[src/rtl/sw_axi_pkg.sv]
// Shared constants, FSM state type and burst-size helper for the read burst splitter.
package sw_axi_pkg;

  localparam int BYTES_PER_BEAT = 32;
  localparam int BOUNDARY_BEATS = 128;
  localparam int AXI_LEN_W      = 8;

  typedef enum logic [1:0] {IDLE, ISSUE, DRAIN} sw_state_e;

  // Largest legal burst: bounded by beats left, the burst cap and the room left in the 4KB page.
  function automatic logic [8:0] sw_burst_size(input logic [31:0] remaining,
                                               input logic [6:0]  page_beat,
                                               input logic [31:0] max_burst);
    logic [31:0] room;
    logic [31:0] size;
    room = 32'(BOUNDARY_BEATS) - {25'd0, page_beat};
    size = remaining;
    if (max_burst < size) size = max_burst;
    if (room < size) size = room;
    return 9'(size);
  endfunction

endpackage

[src/rtl/sw_rd_burst_splitter.sv]
// Splits one long read request into credit-limited AXI bursts that never cross 4KB.
// Optional build macro SW_SPLIT_STATS_EN adds burst and credit-stall counters.
module sw_rd_burst_splitter
  import sw_axi_pkg::*;
#(
  parameter int ADDR_W       = 33,
  parameter int DATA_W       = 256,
  parameter int ID_W         = 6,
  parameter int LEN_W        = 16,
  parameter int MAX_BURST    = 64,
  parameter int CREDIT_BEATS = 128
) (
  input  logic                 clk,
  input  logic                 rst_n,
  input  logic [ADDR_W-1:0]    req_addr_in,
  input  logic [LEN_W-1:0]     req_beats_in,
  input  logic [ID_W-1:0]      req_id_in,
  input  logic                 req_valid_in,
  output logic                 req_rdy_out,
  output logic [ID_W-1:0]      rd_id_out,
  output logic [ADDR_W-1:0]    rd_addr_out,
  output logic [7:0]           rd_len_out,
  output logic                 rd_info_valid_out,
  input  logic                 rd_info_rdy_in,
  input  logic [DATA_W-1:0]    rd_data_in,
  input  logic                 rd_data_valid_in,
  output logic                 rd_data_rdy_out,
  output logic [DATA_W-1:0]    data_out,
  output logic                 data_valid_out,
  input  logic                 data_rdy_in,
`ifdef SW_SPLIT_STATS_EN
  output logic [31:0]          stat_bursts_out,
  output logic [31:0]          stat_stall_out,
`endif
  output logic                 done_out
);

  localparam int CRED_W = $clog2(CREDIT_BEATS + 1);

  sw_state_e             state_q, state_d;
  logic [ADDR_W-1:0]     addr_q, addr_d;
  logic [LEN_W-1:0]      beats_q, beats_d;
  logic [LEN_W-1:0]      remaining_q, remaining_d;
  logic [LEN_W-1:0]      rcvd_q, rcvd_d;
  logic [ID_W-1:0]       id_q, id_d;
  logic [CRED_W-1:0]     credits_q, credits_d;
  logic [AXI_LEN_W-1:0]  len_q, len_d;
  logic                  valid_q, valid_d;
  logic                  req_rdy_q, req_rdy_d;
  logic                  done_q, done_d;
  logic [8:0]            size_cur, size_next;
  logic [31:0]           credit_sum;
  logic                  accept, burst_hs, beat_cons;

  assign size_cur  = sw_burst_size(32'(remaining_q), addr_q[11:5], 32'(MAX_BURST));
  assign accept    = req_valid_in & req_rdy_q;
  assign burst_hs  = valid_q & rd_info_rdy_in;
  assign beat_cons = rd_data_valid_in & data_rdy_in & (state_q != IDLE);

  always_comb begin
    state_d     = state_q;
    addr_d      = addr_q;
    beats_d     = beats_q;
    remaining_d = remaining_q;
    rcvd_d      = rcvd_q;
    id_d        = id_q;
    done_d      = 1'b0;

    case (state_q)
      IDLE: begin
        if (accept) begin
          addr_d      = req_addr_in & ~ADDR_W'(BYTES_PER_BEAT - 1);
          beats_d     = req_beats_in;
          remaining_d = req_beats_in;
          rcvd_d      = '0;
          id_d        = req_id_in;
          if (req_beats_in == '0) done_d = 1'b1;
          else                    state_d = ISSUE;
        end
      end
      ISSUE: begin
        if (burst_hs) begin
          addr_d      = addr_q + ADDR_W'(size_cur) * ADDR_W'(BYTES_PER_BEAT);
          remaining_d = remaining_q - LEN_W'(size_cur);
          if (remaining_d == '0) state_d = DRAIN;
        end
      end
      default: ;
    endcase

    // Beats beyond the requested count are passed through but not counted.
    if (beat_cons && (rcvd_q != beats_q)) rcvd_d = rcvd_q + LEN_W'(1);

    credit_sum = 32'(credits_q) - (burst_hs ? 32'(size_cur) : 32'd0)
               + (beat_cons ? 32'd1 : 32'd0);
    credits_d  = (credit_sum > 32'(CREDIT_BEATS)) ? CRED_W'(CREDIT_BEATS) : CRED_W'(credit_sum);

    if ((state_q == DRAIN) && (rcvd_d == beats_q)) begin
      done_d  = 1'b1;
      state_d = IDLE;
    end

    // Outputs are registered from next-state values so the next burst follows without a bubble.
    size_next = sw_burst_size(32'(remaining_d), addr_d[11:5], 32'(MAX_BURST));
    valid_d   = (state_d == ISSUE) && (32'(credits_d) >= 32'(size_next));
    len_d     = (state_d == ISSUE) ? AXI_LEN_W'(size_next - 9'd1) : '0;
    req_rdy_d = (state_d == IDLE);
  end

  always_ff @(posedge clk or negedge rst_n) begin
    if (!rst_n) begin
      state_q     <= IDLE;
      addr_q      <= '0;
      beats_q     <= '0;
      remaining_q <= '0;
      rcvd_q      <= '0;
      id_q        <= '0;
      credits_q   <= CRED_W'(CREDIT_BEATS);
      len_q       <= '0;
      valid_q     <= 1'b0;
      req_rdy_q   <= 1'b0;
      done_q      <= 1'b0;
    end else begin
      state_q     <= state_d;
      addr_q      <= addr_d;
      beats_q     <= beats_d;
      remaining_q <= remaining_d;
      rcvd_q      <= rcvd_d;
      id_q        <= id_d;
      credits_q   <= credits_d;
      len_q       <= len_d;
      valid_q     <= valid_d;
      req_rdy_q   <= req_rdy_d;
      done_q      <= done_d;
    end
  end

  assign req_rdy_out       = req_rdy_q;
  assign rd_id_out         = id_q;
  assign rd_addr_out       = addr_q;
  assign rd_len_out        = len_q;
  assign rd_info_valid_out = valid_q;
  assign done_out          = done_q;
  assign rd_data_rdy_out   = data_rdy_in;
  assign data_out          = rd_data_in;
  assign data_valid_out    = rd_data_valid_in;

`ifdef SW_SPLIT_STATS_EN
  logic [31:0] stat_bursts_q, stat_bursts_d;
  logic [31:0] stat_stall_q, stat_stall_d;

  always_comb begin
    stat_bursts_d = stat_bursts_q + (burst_hs ? 32'd1 : 32'd0);
    stat_stall_d  = stat_stall_q + (((state_q == ISSUE) && !valid_q) ? 32'd1 : 32'd0);
  end

  always_ff @(posedge clk or negedge rst_n) begin
    if (!rst_n) begin
      stat_bursts_q <= '0;
      stat_stall_q  <= '0;
    end else begin
      stat_bursts_q <= stat_bursts_d;
      stat_stall_q  <= stat_stall_d;
    end
  end

  assign stat_bursts_out = stat_bursts_q;
  assign stat_stall_out  = stat_stall_q;
`endif

endmodule
[config.mk]
export PLATFORM = sky130hd
export DESIGN_NAME = sw_rd_burst_splitter
export DESIGN_NICKNAME = d
export VERILOG_FILES = /design/src/rtl/sw_axi_pkg.sv /design/src/rtl/sw_rd_burst_splitter.sv
export SDC_FILE = /design/constraint.sdc
export NUM_CORES = 1
export LEC_CHECK = 0
export CAP_MARGIN = 20
export CORE_AREA = 2 2 243 245
export DETAILED_ROUTE_END_ITERATION = 6
export DIE_AREA = 0 0 245 247
export PLACE_DENSITY = 0.55
export SKIP_CTS_REPAIR_TIMING = 1
export SKIP_LAST_GASP = 1
export SYNTH_ARGS = -nofsm -noshare
export SYNTH_HDL_FRONTEND = slang
export SYNTH_SLANG_ARGS = --single-unit
[constraint.sdc]
create_clock -name clk -period 16.6 [get_ports clk]
set_clock_uncertainty 0.15 [all_clocks]
set_input_delay 3.32 -clock clk [delete_from_list [all_inputs] [get_ports clk]]
set_output_delay 3.32 -clock clk [all_outputs]
set_load 0.01 [all_outputs]
**Word level (Yosys, flattened, before mapping)**

Cells that the tools add are included.

- Multiply operators: 0
- Shift-type cells: 0
- Reductions and logical operators: 11
- Magnitude comparators: 6
- Mux-type cells: 27
- Eq/ne operators: 7
- Bitwise gates (word level): 4
- Div/mod/pow operators: 0
- $add $sub $neg: 8

Operators by type and width:

| cell | number |
|---|---|
| 16-bit two-way mux | 7 |
| 33-bit two-way mux | 2 |
| 33-bit one-hot mux with 2 select lines | 1 |
| 32-bit by 16-bit < comparator with 1-bit output | 2 |
| 33-bit by 14-bit adder with 33-bit output | 1 |
| 32-bit by 8-bit > comparator with 1-bit output, second input constant | 1 |
| 16-bit zero test | 2 |
| 7-bit by 16-bit < comparator with 1-bit output, first input constant | 2 |
| 16-bit one-hot mux with 2 select lines | 1 |
| 9-bit two-way mux | 3 |
| 8-bit by 7-bit subtractor with 9-bit output, first input constant | 2 |
| 16-bit by 1-bit adder with 16-bit output, second input constant | 1 |
| 16-bit == test | 1 |
| 8-bit two-way mux | 2 |
| 16-bit inequality test | 1 |
| 16-bit by 9-bit subtractor with 16-bit output | 1 |
| 10-bit by 2-bit adder with 11-bit output | 1 |
| 2-bit two-way mux | 5 |
| 8-bit by 9-bit subtractor with 10-bit output | 1 |
| 8-bit by 9-bit >= comparator with 1-bit output | 1 |
| 8-bit by 1-bit subtractor with 8-bit output, second input constant | 1 |
| 1-bit two-way mux | 5 |
| 1-bit AND | 4 |
| 2-bit by 1-bit == test with 1-bit output, second input constant | 2 |
| 8 further kinds | 13 |

- Output and inout bits: 308
- RAM bits: 0
- Word-level logic and storage cells: 75
- Bits in latches: 0
- Memories kept: 0
- ROM bits: 0
- Register bits after elaboration: 108

**Logic depth before layout (Yosys ltp)**

- Word-level depth: 13
- Depth in mapped cells: 44

**Worst setup path after synthesis**

No wires, ideal clock.

- Path type: register to register
- Start: register remaining_q[14]
- End: register valid_q, in the netlist rd_info_valid_out
- Required time: 16.367 ns
- Data arrival time: 9.312 ns
- Stages on the path, launching flop included: 44
- Clock period less this slack: 9.546 ns
- Buffers on the path: 6
- Setup slack: 7.054 ns
- Cell sequence: dfrtp_1 buf_2 nor4_1 nand3_1 a21oi_1 nand2_1 ha_1 a21oi_1 a21oi_1 a211oi_2 buf_2 clkbuf_1 nand2_1 o21ai_0 inv_1 ha_1 clkbuf_1 nand2_1 [... 8 more ...] ha_1 a21o_1 a21o_1 a221o_1 or2_2 nor2b_1 clkbuf_1 a21oi_1 nor2b_1 a31oi_1 ha_1 nor2b_1 o21a_1 o21ai_0 a21oi_1 mux2i_1 or3_1 a31oi_1

- Longest elaborated chain between the ends: 13

Ends and longest elaborated chain:

| what | RTL line | source |
|---|---|---|
| start, declared | sw_rd_burst_splitter.sv:43 | `logic [LEN_W-1:0] remaining_q, remaining_d;` |
| start signal, assigned | sw_rd_burst_splitter.sv:127 | `remaining_q <= remaining_d;` |
| 7-bit by 16-bit < comparator with 1-bit output | sw_axi_pkg.sv:18 | `if (max_burst < size) size = max_burst;` |
| 16-bit two-way mux | sw_axi_pkg.sv:18 |  |
| 32-bit by 16-bit < comparator with 1-bit output | sw_axi_pkg.sv:19 | `if (room < size) size = room;` |
| 9-bit two-way mux | sw_axi_pkg.sv:19 |  |
| 16-bit by 9-bit subtractor with 16-bit output | sw_rd_burst_splitter.sv:84 | `remaining_d = remaining_q - LEN_W'(size_cur);` |
| 16-bit two-way mux | sw_rd_burst_splitter.sv:82 | `if (burst_hs) begin` |
| 16-bit one-hot mux with 2 select lines | sw_rd_burst_splitter.sv:69 | `case (state_q)` |
| 7-bit by 16-bit < comparator with 1-bit output | sw_axi_pkg.sv:18 |  |
| 16-bit two-way mux | sw_axi_pkg.sv:18 |  |
| 32-bit by 16-bit < comparator with 1-bit output | sw_axi_pkg.sv:19 |  |
| 9-bit two-way mux | sw_axi_pkg.sv:19 |  |
| 8-bit by 9-bit >= comparator with 1-bit output | sw_rd_burst_splitter.sv:105 | `valid_d = (state_d == ISSUE) && (32'(credits_d) >= 32'(size_next));` |
| 1-bit logical AND (*) | sw_rd_burst_splitter.sv:105 |  |
| net valid_d | sw_rd_burst_splitter.sv:48 | `logic valid_q, valid_d;` |
| end signal, assigned | sw_rd_burst_splitter.sv:132 | `valid_q <= valid_d;` |
| end, declared | sw_rd_burst_splitter.sv:48 |  |

Mark *: on every way through the listed nets, which the timed path passes. The rest lies on a longest branch. The select of a mux whose other input is x is not followed.
A chain may end at the register's enable or synchronous reset.

**Worst setup path after layout**

- Start: register remaining_q[15]
- End: register valid_q, in the netlist rd_info_valid_out

Same word-level chain as after synthesis.

==> metrics.md <==
| Metric | Value |
|---|---|
| VDD IR max | 108.2 uV |
| Post-DP Area | between 10000 and 15000 um2 |
| Crit path top cell by count | a21oi_1 |
| Max Clk Rate | 82.10 MHz |
| Clk sink count | 103 |
| Most frequent cells after synthesis | buf_4, nand2_1, dfrtp_1 |
| Nets | roughly 1500 |
| Yosys Warn Count | 0 |
| Post-synthesis mux area share | 1.481% |
| Area of the multi-input gates | 5649 um2 |
| Post-Syn Instances | roughly 1300 |
| DRT iter0 DRCs | 629 |
| R2R Path Start | remaining_q[15] |
| Worst-skew pair later-pin latency | approximately 0.40 ns |
| Root buffer selected by CTS | clkbuf_16 |
| CTS Buf Count | 9 |
| Terminus of the critical flop-to-flop path | rd_info_valid_out |
| Clock tree buffer depth | 2 |
| Reg area | between 2000 and 3000 um2 |
| Async SR Flop Fraction | between 90% and 100% |
| Drt drc | 0 |
| Clock Pin Slew Worst Setup and Hold Paths | approximately 0.080 ns |
| Antenna Violating Nets Remaining | 0 |
| Cell Area, Synth | roughly 11000 um2 |
| Final Hold Viols | 0 |
| Hold Path Class | flip-flop to flip-flop |
| Area share of xor/xnor cells in the synthesized design | 5.557% |
| Critical Path Slowest Stage Cell | a211oi_1 |
| Core Area | 58240 um2 |
| H-tree levels | 3 |
| Vias | 8716 |
| Max-Cap Viols | 0 |
| Die height | about 250 um |
| Critical path startpoint category | flip-flop |
| Drt wl/cell | about 17 um |
| Final setup margin | roughly 4.4 ns |
| Hpwl dp | between 20 and 25 mm |
| Post-route cell area | around 11000 um2 |
| WP data required | about 17 ns |
| Via/cell ratio | between 4 and 5 |
| Num rows | between 80 and 90 |
| Synthesis-to-finish area growth | 2.358% |
| Boundary Pins | ~630 |
| Data arrival, critical path | 12.30 ns |
| Final Cycle Share | between 70 and 80% |
| Hold Crit Start | rd_id_out[1] |
| Slew margin rel. | between 20 and 30% |
| Power per cell area | about 250 nW/um2 |
| Final setup fails | 0 |
| Fillers | around 6500 |
| Global-route wire length before repair | around 50 mm |
| Worst Path Max Fanout | 19 |
| Most frequent cell after synthesis | buf_4 |
| Compound-gate portion of the synthesized area | between 10% and 20% |
| Adder-cell share of the synthesized area | between 6 and 7% |
| Largest net degree at the start of global routing | between 60 and 70 |
| Seq/Total Area, Yosys | about a quarter |
| Critical path class | flip-flop to flip-flop |
| Status | complete, no violations |
| Die width | ~250 um |
| Leakage power figure | about 4.4 nW |
| Leading area contributor after synthesis | dfrtp_1 |
| Initial antenna violation count | 1 |
| Worst Max-Slew Pin Slew | ~1.1 ns |
| Aggregate global-route resource usage | 10.59% |
| Final Util | 18.56% |
| Worst Hold End | rd_id_out[1] |
| Reg2reg path depth | 37 |
| Hold depth | 2 |
| Final Max Tran Viols | 0 |
| GRT overflow | 0 |
| Dpl ws | 4.639 ns |
| Slowest stage delay, CP | approximately 0.95 ns |
| Simple-Gate Fraction of Synth Area | 19.81% |
| TritonRoute pass-1 iters | 7 |
| Synth cell types | 78 |
| Port Buffers | between 100 and 150 |
| Top cell type's share of synthesized area | approximately a quarter |
| Drt total wl | 32.87 mm |
| Share of cells above drive strength 1 | about 4.6% |
| Full die area | between 60000 and 70000 um2 |
| RePlAce Congestion | around 0.85 |
| Synth top area cells | dfrtp_1, buf_4, ha_1, nand2_1, xor2_1 |
| Min Clock Period, post-route | between 10 and 15 ns |
| R2R setup slack | around 4.4 ns |
| Kind of end point of the critical path | flip-flop |
| TNS Setup | 0 ns |
| Largest family of logic cells by synthesized area | buffers and inverters |
| RSZ-0062 raised after global routing | no |
| Syn Area/Cell | 7.946 um2 |
| Initial Util | roughly 18% |
| Top FF cell, synth | dfrtp_1 |
| Post-synth EDFFs | 0 |
| TritonCTS clock tree | built |
| Post-synthesis register bit count | a little over 100 |
| Number of global-route vias before repair | between 8000 and 9000 |
[worst max-delay path by stage]
stage	start	to	slack, ns	depth (start not counted)
after global routing	remaining_q[15]	rd_info_valid_out	3.74	37
after detailed placement	remaining_q[15]	rd_info_valid_out	4.64	36
after floorplan	remaining_q[14]	rd_info_valid_out	7.05	43
final	remaining_q[15]	rd_info_valid_out	4.42	37
after CTS	remaining_q[15]	rd_info_valid_out	4.58	36
after global placement	remaining_q[15]	rd_info_valid_out	4.89	36
[critical path, delay by kind of cell (launching register included)]
family                   cells  cell delay [ns]
AO/OA/AOI/OAI               17             4.94
AND/OR/NAND/NOR             14             4.74
adder cells (fa/ha/maj)      4             1.58
flip-flops                   1             0.45
buffers and inverters        1             0.10
multiplexers                 1             0.08
[per-layer routing]
metal	routed length (um)	GRT usage, %
met5	0	0
met4	1029	5.093
met3	2868	3.842
met2	15230	16.67
met1	13750	12.77
[per-stage QoR]
stage	hold WS (ns)	instances	total power [mW]
3_5_place_dp	0.3208	1909	2.429
5_1_grt	0.3778	1927	2.950
3_3_place_gp	0.3158	1909	2.410
2_1_floorplan	0.3554	1336	1.918
4_1_cts	0.3430	1925	2.683
6_report	0.3355	1927	2.693
[flip-flops by register name, indices dropped and copies added (netlist names)]
name and flops:
rd_addr_out 28, beats_q 16, rcvd_q 16, remaining_q 16
credits_q 8, rd_len_out 8, rd_id_out 6, state_q 2
done_out 1, rd_info_valid_out 1, req_rdy_out 1
[logic make-up (layout without fill, tap and decap cells)]
family	count (synthesis)	in the layout
compound gates	294	294
xor+xnor	67	67
fa+ha+maj	56	56
buf+inv	370	187
flops	103	103
mux	15	15
other cells	2	10
simple gates	422	422
[cell usage in the layout (no fill, tap or decap), drive strengths merged, types with 10 or more instances in the layout]
| master | Yosys | routed |
|---|---|---|
| and3 | 14 | 14 |
| a211oi | 15 | 15 |
| nor2b | 13 | 13 |
| o211ai | 13 | 13 |
| or2 | 11 | 11 |
| xnor2 | 27 | 27 |
| clkdlybuf4s50 | 0 | 101 |
| ha | 54 | 54 |
| nor3 | 29 | 29 |
| and2 | 17 | 17 |
| a21oi | 43 | 43 |
| buf | 274 | 11 |
| nand4 | 12 | 12 |
| mux2i | 10 | 10 |
| nand3 | 39 | 39 |
| xor2 | 40 | 40 |
| o311ai | 18 | 18 |
| nor2 | 62 | 62 |
| a21o | 22 | 22 |
| a21boi | 10 | 10 |
| o21ai | 64 | 64 |
| inv | 59 | 63 |
| a31oi | 17 | 17 |
| nor4 | 18 | 18 |
| nand2 | 160 | 160 |
| a22oi | 14 | 14 |
| dfrtp | 102 | 102 |
[layout make-up]
class | instances | share of cell area [%]
antenna | 1 | 0.02315
clock buffer | 9 | 2.084
clock inverter | 7 | 0.6598
inverter | 59 | 2.049
multi-input combinational | 863 | 52.26
sequential | 103 | 23.86
tap | 773 | 8.948
timing repair buffer | 112 | 10.12
[power breakdown]
| group | internal [mW] | switching, mW |
|---|---|---|
| Clock | 0.107 | 0.121 |
| Combinational | 0.795 | 1.22 |
| Sequential | 0.339 | 0.114 |
Note: power is estimated with default switching activity, not from simulation.
